## src/rtl/spi_slave_rx_pkg.sv

```systemverilog
// Shared definitions for the SPI receive slave: frame length, FSM encoding, sync settling.
// Build option: SPI_RX_GLITCH_FILTER_EN adds a 3-tap majority filter on sclk/sync_n.
package spi_slave_rx_pkg;

    localparam int SPI_LEN_DEF = 24;
    localparam int CNT_W_DEF   = 5;

`ifdef SPI_RX_GLITCH_FILTER_EN
    localparam bit GLITCH_FILTER_EN = 1'b1;
    localparam int CLK_SCLK_RATIO   = 6;
    localparam int SETTLE_CYC       = 6;
`else
    localparam bit GLITCH_FILTER_EN = 1'b0;
    localparam int CLK_SCLK_RATIO   = 4;
    localparam int SETTLE_CYC       = 4;
`endif

    typedef enum logic [1:0] {
        WAIT_IDLE = 2'd0,
        IDLE      = 2'd1,
        SHIFT     = 2'd2
    } state_t;

endpackage

```

## src/rtl/spi_slave_rx_if.sv

```systemverilog
// SPI wire side plus received-word side of the receive slave, bundled as one interface.
interface spi_slave_rx_if
    import spi_slave_rx_pkg::*;
#(
    parameter int SPI_LEN = SPI_LEN_DEF
);
    logic               sclk;
    logic               din;
    logic               sync_n;
    logic [SPI_LEN-1:0] data_out;
    logic               data_valid;
    logic               frame_err;
    logic               busy;

    modport slave (
        input  sclk, din, sync_n,
        output data_out, data_valid, frame_err, busy
    );

    modport master (
        output sclk, din, sync_n,
        input  data_out, data_valid, frame_err, busy
    );
endinterface

```

## src/rtl/spi_slave_rx_edge_sync.sv

```systemverilog
// Two-flop synchroniser with optional 3-tap majority filter and rise/fall detect.
// Flops reset to 1 so an idle-high line produces no edge on reset release.
module spi_edge_sync #(
    parameter bit FILTER_EN = 1'b0,
    parameter bit EDGE_EN   = 1'b1
) (
    input  logic clk,
    input  logic rst,
    input  logic i_d,
    output logic o_q,
    output logic o_rise,
    output logic o_fall
);
    logic r_s1;
    logic r_s2;

    always_ff @(posedge clk or posedge rst) begin
        if (rst) begin
            r_s1 <= 1'b1;
            r_s2 <= 1'b1;
        end else begin
            r_s1 <= i_d;
            r_s2 <= r_s1;
        end
    end

    generate
        if (FILTER_EN) begin : g_filt
            logic r_t1;
            logic r_t2;

            always_ff @(posedge clk or posedge rst) begin
                if (rst) begin
                    r_t1 <= 1'b1;
                    r_t2 <= 1'b1;
                end else begin
                    r_t1 <= r_s2;
                    r_t2 <= r_t1;
                end
            end

            // Majority is combinational so the filter costs exactly one cycle of latency.
            assign o_q = (r_s2 & r_t1) | (r_s2 & r_t2) | (r_t1 & r_t2);
        end else begin : g_nofilt
            assign o_q = r_s2;
        end

        if (EDGE_EN) begin : g_edge
            logic r_hist;

            always_ff @(posedge clk or posedge rst) begin
                if (rst) r_hist <= 1'b1;
                else     r_hist <= o_q;
            end

            assign o_rise = ~r_hist &  o_q;
            assign o_fall =  r_hist & ~o_q;
        end else begin : g_noedge
            assign o_rise = 1'b0;
            assign o_fall = 1'b0;
        end
    endgenerate
endmodule

```

## src/rtl/spi_slave_rx.sv

```systemverilog
// SPI receive slave: oversampled sclk/din/sync_n, MSB-first word capture with bit-count check.
// Build option: SPI_RX_GLITCH_FILTER_EN (glitch filter on sclk/sync_n, +1 cycle latency).
//   state     | meaning
//   WAIT_IDLE | after reset, wait for a settled, high sync_n
//   IDLE      | waiting for sync_n fall
//   SHIFT     | shifting bits on sclk fall until sync_n rise
module spi_slave_rx
    import spi_slave_rx_pkg::*;
#(
    parameter int SPI_LEN = SPI_LEN_DEF,
    parameter int CNT_W   = CNT_W_DEF
) (
    input  logic                 clk,
    input  logic                 rst,
    spi_slave_rx_if.slave        bus
);
    localparam logic [CNT_W-1:0] CNT_FULL = CNT_W'(SPI_LEN);
    localparam logic [CNT_W-1:0] CNT_SAT  = CNT_W'(SPI_LEN + 1);
    localparam logic [2:0]       SETTLE_INIT = 3'(SETTLE_CYC);

    logic w_sclk_lvl_unused, w_sclk_rise_unused, w_sclk_fall;
    logic w_sync_q, w_sync_rise, w_sync_fall;
    logic w_din_q, w_din_rise_unused, w_din_fall_unused;

    spi_edge_sync #(.FILTER_EN(GLITCH_FILTER_EN), .EDGE_EN(1'b1)) u_sync_sclk (
        .clk(clk), .rst(rst), .i_d(bus.sclk),
        .o_q(w_sclk_lvl_unused), .o_rise(w_sclk_rise_unused), .o_fall(w_sclk_fall)
    );

    spi_edge_sync #(.FILTER_EN(GLITCH_FILTER_EN), .EDGE_EN(1'b1)) u_sync_sync (
        .clk(clk), .rst(rst), .i_d(bus.sync_n),
        .o_q(w_sync_q), .o_rise(w_sync_rise), .o_fall(w_sync_fall)
    );

    spi_edge_sync #(.FILTER_EN(1'b0), .EDGE_EN(1'b0)) u_sync_din (
        .clk(clk), .rst(rst), .i_d(bus.din),
        .o_q(w_din_q), .o_rise(w_din_rise_unused), .o_fall(w_din_fall_unused)
    );

    state_t             r_state, w_state_nxt;
    logic [CNT_W-1:0]   r_cnt, w_cnt_nxt;
    logic [SPI_LEN-1:0] r_shift, w_shift_nxt;
    logic [SPI_LEN-1:0] r_data, w_data_nxt;
    logic               r_dv, w_dv_nxt;
    logic               r_fe, w_fe_nxt;
    logic [2:0]         r_settle;

    // Reset-preset sync flops read as "idle high" until real line values have flushed through.
    always_ff @(posedge clk or posedge rst) begin
        if (rst)                  r_settle <= SETTLE_INIT;
        else if (r_settle != 3'd0) r_settle <= r_settle - 3'd1;
    end

    always_ff @(posedge clk or posedge rst) begin
        if (rst) begin
            r_state <= WAIT_IDLE;
            r_cnt   <= '0;
            r_shift <= '0;
            r_data  <= '0;
            r_dv    <= 1'b0;
            r_fe    <= 1'b0;
        end else begin
            r_state <= w_state_nxt;
            r_cnt   <= w_cnt_nxt;
            r_shift <= w_shift_nxt;
            r_data  <= w_data_nxt;
            r_dv    <= w_dv_nxt;
            r_fe    <= w_fe_nxt;
        end
    end

    always_comb begin
        w_state_nxt = r_state;
        w_cnt_nxt   = r_cnt;
        w_shift_nxt = r_shift;
        w_data_nxt  = r_data;
        w_dv_nxt    = 1'b0;
        w_fe_nxt    = 1'b0;
        unique case (r_state)
            WAIT_IDLE: begin
                if (r_settle == 3'd0 && w_sync_q) w_state_nxt = IDLE;
            end
            IDLE: begin
                if (w_sync_fall) begin
                    w_cnt_nxt   = '0;
                    w_shift_nxt = '0;
                    w_state_nxt = SHIFT;
                end
            end
            SHIFT: begin
                if (w_sclk_fall) begin
                    w_shift_nxt = {r_shift[SPI_LEN-2:0], w_din_q};
                    if (r_cnt != CNT_SAT) w_cnt_nxt = r_cnt + 1'b1;
                end
                // Checked against the updated count so a coincident final bit is included.
                if (w_sync_rise) begin
                    if (w_cnt_nxt == CNT_FULL) begin
                        w_data_nxt = w_shift_nxt;
                        w_dv_nxt   = 1'b1;
                    end else begin
                        w_fe_nxt   = 1'b1;
                    end
                    w_state_nxt = IDLE;
                end
            end
            default: w_state_nxt = WAIT_IDLE;
        endcase
    end

    assign bus.data_out   = r_data;
    assign bus.data_valid = r_dv;
    assign bus.frame_err  = r_fe;
    assign bus.busy       = (r_state == SHIFT);
endmodule

```

## src/flat_wrapper.sv

```systemverilog
// flat-port wrapper written by rule: the top's interface ports become plain ports
module spi_slave_rx_flat import spi_slave_rx_pkg::*;
#(
    parameter int SPI_LEN = SPI_LEN_DEF,
    parameter int CNT_W   = CNT_W_DEF
)
  (clk, rst, bus_sclk, bus_din, bus_sync_n, bus_data_out, bus_data_valid, bus_frame_err, bus_busy);
  spi_slave_rx_if #(.SPI_LEN(SPI_LEN)) bus_i ();
  input  logic clk;
  input  logic rst;
  input wire logic [$bits(bus_i.sclk)-1:0] bus_sclk;
  input wire logic [$bits(bus_i.din)-1:0] bus_din;
  input wire logic [$bits(bus_i.sync_n)-1:0] bus_sync_n;
  output wire logic [$bits(bus_i.data_out)-1:0] bus_data_out;
  output wire logic [$bits(bus_i.data_valid)-1:0] bus_data_valid;
  output wire logic [$bits(bus_i.frame_err)-1:0] bus_frame_err;
  output wire logic [$bits(bus_i.busy)-1:0] bus_busy;
  assign bus_i.sclk = bus_sclk;
  assign bus_i.din = bus_din;
  assign bus_i.sync_n = bus_sync_n;
  assign bus_data_out = bus_i.data_out;
  assign bus_data_valid = bus_i.data_valid;
  assign bus_frame_err = bus_i.frame_err;
  assign bus_busy = bus_i.busy;
  spi_slave_rx #(.SPI_LEN(SPI_LEN), .CNT_W(CNT_W)) u_core (.clk(clk), .rst(rst), .bus(bus_i));
endmodule
```

## config.mk

```make
export PLATFORM = sky130hd
export DESIGN_NAME = spi_slave_rx_flat
export DESIGN_NICKNAME = d
export VERILOG_FILES = /design/src/rtl/spi_slave_rx_pkg.sv /design/src/rtl/spi_slave_rx_if.sv /design/src/rtl/spi_slave_rx_edge_sync.sv /design/src/rtl/spi_slave_rx.sv /design/src/flat_wrapper.sv
export SDC_FILE = /design/constraint.sdc
export NUM_CORES = 1
export LEC_CHECK = 0
export ABC_AREA = 1
export CAP_MARGIN = 20
export CORE_MARGIN = 10
export CORE_UTILIZATION = 65
export DETAILED_ROUTE_END_ITERATION = 7
export DONT_BUFFER_PORTS = 1
export GPL_TIMING_DRIVEN = 0
export PLACE_DENSITY = 0.85
export SLEW_MARGIN = 20
export SYNTH_ARGS = -nofsm -noshare
export SYNTH_HDL_FRONTEND = slang
export SYNTH_SLANG_ARGS = --single-unit
```

## constraint.sdc

```tcl
create_clock -name clk -period 5.6 [get_ports clk]
set_input_delay 0.84 -clock clk [delete_from_list [all_inputs] [get_ports clk]]
set_output_delay 0.84 -clock clk [all_outputs]
set_load 0.1 [all_outputs]
```

Word level (Yosys, flattened, before mapping)
Cells that the tools add are included.
Storage, ports and cells
  flip-flop bits (word level): 68
  bits of input ports: 5
  output and inout port bits: 27
  logic and storage cells: 56
Cells by class
  add/sub/neg operators: 2
  equality and inequality tests: 7
  mux-type cells: 18
  bitwise operators: 6
  reductions and logical operators: 8
Operators by type and width (number)
  $mux W24: 2
  $pmux W24 S2: 1
  $mux W5: 4
  $pmux W5 S2: 1
  $mux W1: 6
  $mux W2: 3
  $pmux W2 S3: 1
  $reduce_and A3 Y1: 2
  $add A5 B1 Y5 const B: 1
  $eq A5 B5 Y1 const B: 1
  $ne A5 B5 Y1 const B: 1
  $ne A2 B1 Y1 const B: 2
  $and A1 B1 Y1: 3
  $logic_not A3 Y1: 1
  $not A1 Y1: 3
  $reduce_bool A3 Y1: 1
  $sub A3 B1 Y3 const B: 1
  $eq A2 B1 Y1 const B: 1
  $eq A2 B2 Y1 const B: 1
  $logic_not A2 Y1: 1
  $ne A2 B2 Y1 const B: 1
  $reduce_and A2 Y1: 1
  $reduce_bool A2 Y1: 1
  $logic_and A1 B1 Y1: 1

Logic depth before layout (Yosys ltp)
  word-level depth: 8
  mapped depth: 14
  mapped depth without buffers: 13

Hierarchy
From an unflattened synthesis, not the netlist that was laid out.
Unflattened totals
  cell total of the unflattened synthesis: 367
  area, all modules: 3149.3 um^2
Modules (own cells, without submodules)
  spi_slave_rx: instances 1, cells each 345, area each 2879.0 um^2, sequential area each 1502.7 um^2
  spi_edge_sync at u_core.u_sync_sclk ...: instances 2, cells each 8, area each 97.6 um^2, sequential area each 78.8 um^2
  spi_edge_sync at u_core.u_sync_din: instances 1, cells each 6, area each 75.1 um^2, sequential area each 52.6 um^2

Worst setup path after synthesis
OpenSTA, ideal clock, no wires.
  path kind: register to register
  start point: register u_core.r_state[1]
  end point: register u_core.r_data[0] (netlist: u_core.bus.data_out[0])
  setup time: 0.122 ns
  arrival time: 2.520 ns
  required time: 5.478 ns
  path slack: 2.958 ns
  cell stages (with the launch flop): 9
  path buffers: 1
  clock period less this slack: 2.642 ns
  path through: dfrtp_1 > inv_2 > nor2_1 > nand2_1 > inv_2 > nand2_4 > buf_6 > nand2_1 > nand2_1
Between the ends
  word-level cells in the longest chain between the ends: 2
Ends and longest elaborated chain
  from (decl): RTL line spi_slave_rx.sv:40  | state_t r_state, w_state_nxt;
  from (signal assigned): RTL line spi_slave_rx.sv:63  | r_state <= w_state_nxt;
  $eq A2 B2 Y1
  named net bus_busy: RTL line flat_wrapper.sv:17  | output wire logic [$bits(bus_i.busy)-1:0] bus_busy;
  $reduce_and A3 Y1 (no source line)
  to (signal assigned): RTL line spi_slave_rx.sv:66  | r_data <= w_data_nxt;
  to (decl): RTL line spi_slave_rx.sv:43  | logic [SPI_LEN-1:0] r_data, w_data_nxt;
The timed path passes the listed nets, and every way through them passes these cells.
A chain may end at the register's enable or synchronous reset.

Final worst setup path
  start point: register u_core.r_state[0]
  end point: output bus_busy
Between the ends
  word-level cells in the longest chain between the ends: 1
Ends and longest elaborated chain
  $eq A2 B2 Y1: RTL line spi_slave_rx.sv:113  | assign bus.busy = (r_state == SHIFT);
  to (decl): RTL line flat_wrapper.sv:17
No other way between the ends.

==> flow_summary.toml <==
[status]
status = "finished, final reports clean"

[detailed_routing]
vias = 2368
via_per_inst = 5.559
drc = 0
wirelength_um = 6147
dr.pass1.iters = 6
detail-route-antenna-nets = 0
avgRoutedWirePerCell_um = 14.43
drt_iter0_drc = 219

[floorplanning]
start_util_pct = 68.65
ios = 32
dieArea_mm2 = 0.007876
num_rows = 24
core-area_mm2 = 0.004474
die-height_um = 88.75
fp.dieW_um = 88.75

[logic_synthesis]
synth_top_area_share_pct = 48.07
post_synth.cell_area_avg_um2 = 8.604
post-synth-top-area-cell = "dfrtp_1"
ys_ff_latch = 68
syn_nets = 366
yosysWarningCount = 0
ys_types = 27
syn_inst = 357
synthTopCellsByArea = "dfrtp_1 (48%), nand2_1 (11%), dfstp_2 (7.7%)"
ys_seq_area_share_pct = 55.76
synthesis.area_mm2 = 0.003072

[setup_path]
crit_chain = "nor2_4"
critical_path.endpoint_type = "output port"
startpoint_type = "flop"
path_class = "flop to output port"
crit_family = "simple AND/OR/NAND/NOR gates"
slowest_delay_ps = 590
arrival_ps = 1360
path_depth = 1
crit_path_top_delay_cell = "nor2_4"
path_buf_inv = 0
required_ps = 4760
ff2ff_path_depth = 6
worstPathMaxFanout = 5

[cells_and_area]
diodes = 0
drive_gt1_share_pct = 13.64
final_common_cell = "nand2_1"
fin_area_mm2 = 0.003383
area_delta_synth_final_pct = 10.14
fillerInstances = 332
layout_common_cells = "nand2_1 (93), inv_1 (61), dfrtp_1 (59), nand3_1 (33)"
nets = 378

[placement]
post_dp_cell_area_mm2 = 0.003167
gp_congestion = 0.8075
hpwl_um = 4332
port_buffers = 0

[clock_network]
clkLatencyLatePin_ps = 340
clock-sinks = 68
worst_setup_hold_path_clk_slew_ps = 60
clock_path_buffers = 2
cts_hold_buf = 0
htree_levels = 3
cts_buffers = 9
cts_tree = "built"
cts_resized = 0
root_buffer = "clkbuf_8"
post-cts-setup-buffers = 0

[power]
p_leak_uw = 0.001956
power_switching_share_pct = 32.34
peakVddDrop_uv = 248.4
p_clk_share_pct = 30.0
pwr-share-comb_pct = 24.2
internal_power_uw = 963.7
power.density_mw_per_mm2 = 421.0
p_sw_uw = 460.7
power_frac_seq_pct = 45.8

[global_route]
antenna_found_initial = 0
grt.overflow.total = 0
grt_usage_pct = 16.92
grt_pass1_vias = 2273
grt_pass1_wl_um = 10360
grt_max_degree = 36

[timing]
tightest_slew_ps = 908.8
setup_violations = 0
fin_crit_ps = 2199
fmax_mhz = 454.8
finClkSkew_ps = 13.24
post-route-period-util_pct = 39.26
hold_violations = 0
maxSlewHeadroom_pct = 39.41
slew_viol_final = 0
final.setup.tns_ps = 0
holdWs_ps = 356.0
rsz0062_at_grt = "no"

[worst_hold_path]
hold_depth = 0
hp-class = "flop to flop"

[job]
maxCapViolCount = 0
-- cells by family after synthesis --
kind of cell	Yosys count	synth area share [%]
and+or+nand+nor	140	19.92
AOI/OAI and AO/OA	58	10.67
adders and majority gates	4	1.629
xor gates and xnor gates	2	0.5704
DFF	68	55.76
buffers and inverters	85	11.45
-- cell type report --
type	instances	area, um2	share of cell area [%]
Buffer	17	96.34	2.848
Clock inverter	1	30.03	0.8876
Clock buffer	15	186.4	5.510
Tap cell	52	65.06	1.923
Multi-Input combinational cell	204	1015	29.99
Inverter	68	257.7	7.618
Timing Repair Buffer	1	20.02	0.5917
Sequential cell	68	1713	50.63
-- synthesized netlist by cell type, drive strengths merged --
cell,instances
a21oi,2
inv,68
nand3,34
o22ai,27
xor2,1
o21ai,28
dfstp,9
buf,13
dfrtp,59
ha,4
nor2,10
o41ai,1
nand2,95
clkbuf,4
or2,1
xnor2,1
-- worst paths after layout --
check | to | startpoint | slack (ps)
setup / recovery | bus_busy | u_core.r_state[0]$_DFFE_PP0P_ | 3400
hold / removal | u_core.u_sync_sclk.o_q$_DFF_PP1_ | u_core.u_sync_sclk.r_s1$_DFF_PP1_ | 360
setup reg to reg | u_core.r_shift[19]$_DFFE_PP0P_ | u_core.r_state[0]$_DFFE_PP0P_ | 3590
hold reg to reg | u_core.u_sync_sclk.o_q$_DFF_PP1_ | u_core.u_sync_sclk.r_s1$_DFF_PP1_ | 360
max in group asynchronous | u_core.r_settle[2]$_DFFE_PP1P_ | rst | 4660
min in group asynchronous | u_core.r_settle[1]$_DFFE_PP0P_ | rst | 370
-- through the flow --
stage          utilization (%)  setup WS, ps  power (uW)  cells
2_1_floorplan                -          2958       910.1    357
3_3_place_gp             70.11          2430       964.0    409
5_1_grt                  75.62          3362        1515    426
4_1_cts                  75.62          3388        1426    426
3_5_place_dp             70.78          3606       993.6    410
6_report                 75.62          3401        1424    426
-- power by group through the flow --
stage / combinational, uW / clock, uW / sequential [uW]
after floorplan: 268 / 0 / 642
after global placement: 312 / 0 / 652
after detailed placement: 335 / 0 / 658
after CTS: 341 / 434 / 651
after global routing: 392 / 457 / 666
final: 344 / 428 / 652
-- registers in the layout, summed over array words and instances (netlist names) --
register and flops:
u_core.u_sync_sync.r_s1 1, u_core.u_sync_sclk.o_q 1, u_core.u_sync_sclk.g_edge.r_hist 1, u_core.r_state 2
u_core.u_sync_sclk.r_s1 1, u_core.u_sync_din.r_s1 1, u_core.r_shift 24, u_core.u_sync_din.o_q 1
u_core.r_cnt 5, u_core.bus.data_out 24, u_core.u_sync_sync.g_edge.r_hist 1, u_core.bus.data_valid 1
u_core.u_sync_sync.o_q 1, u_core.r_settle 3, u_core.bus.frame_err 1
-- layer usage --
metal | share of wire (%) | wire [um] | global-route usage, % | vias up
met5 | 0 | 0 | 0 | -
met4 | 1.9 | 116 | 8.223 | 0
met3 | 8.8 | 542 | 5.331 | 13
met2 | 46 | 2811 | 26.73 | 89
met1 | 44 | 2676 | 20.54 | 1113
li1 | - | - | - | 1153
Power figures use the tool's default switching activity.
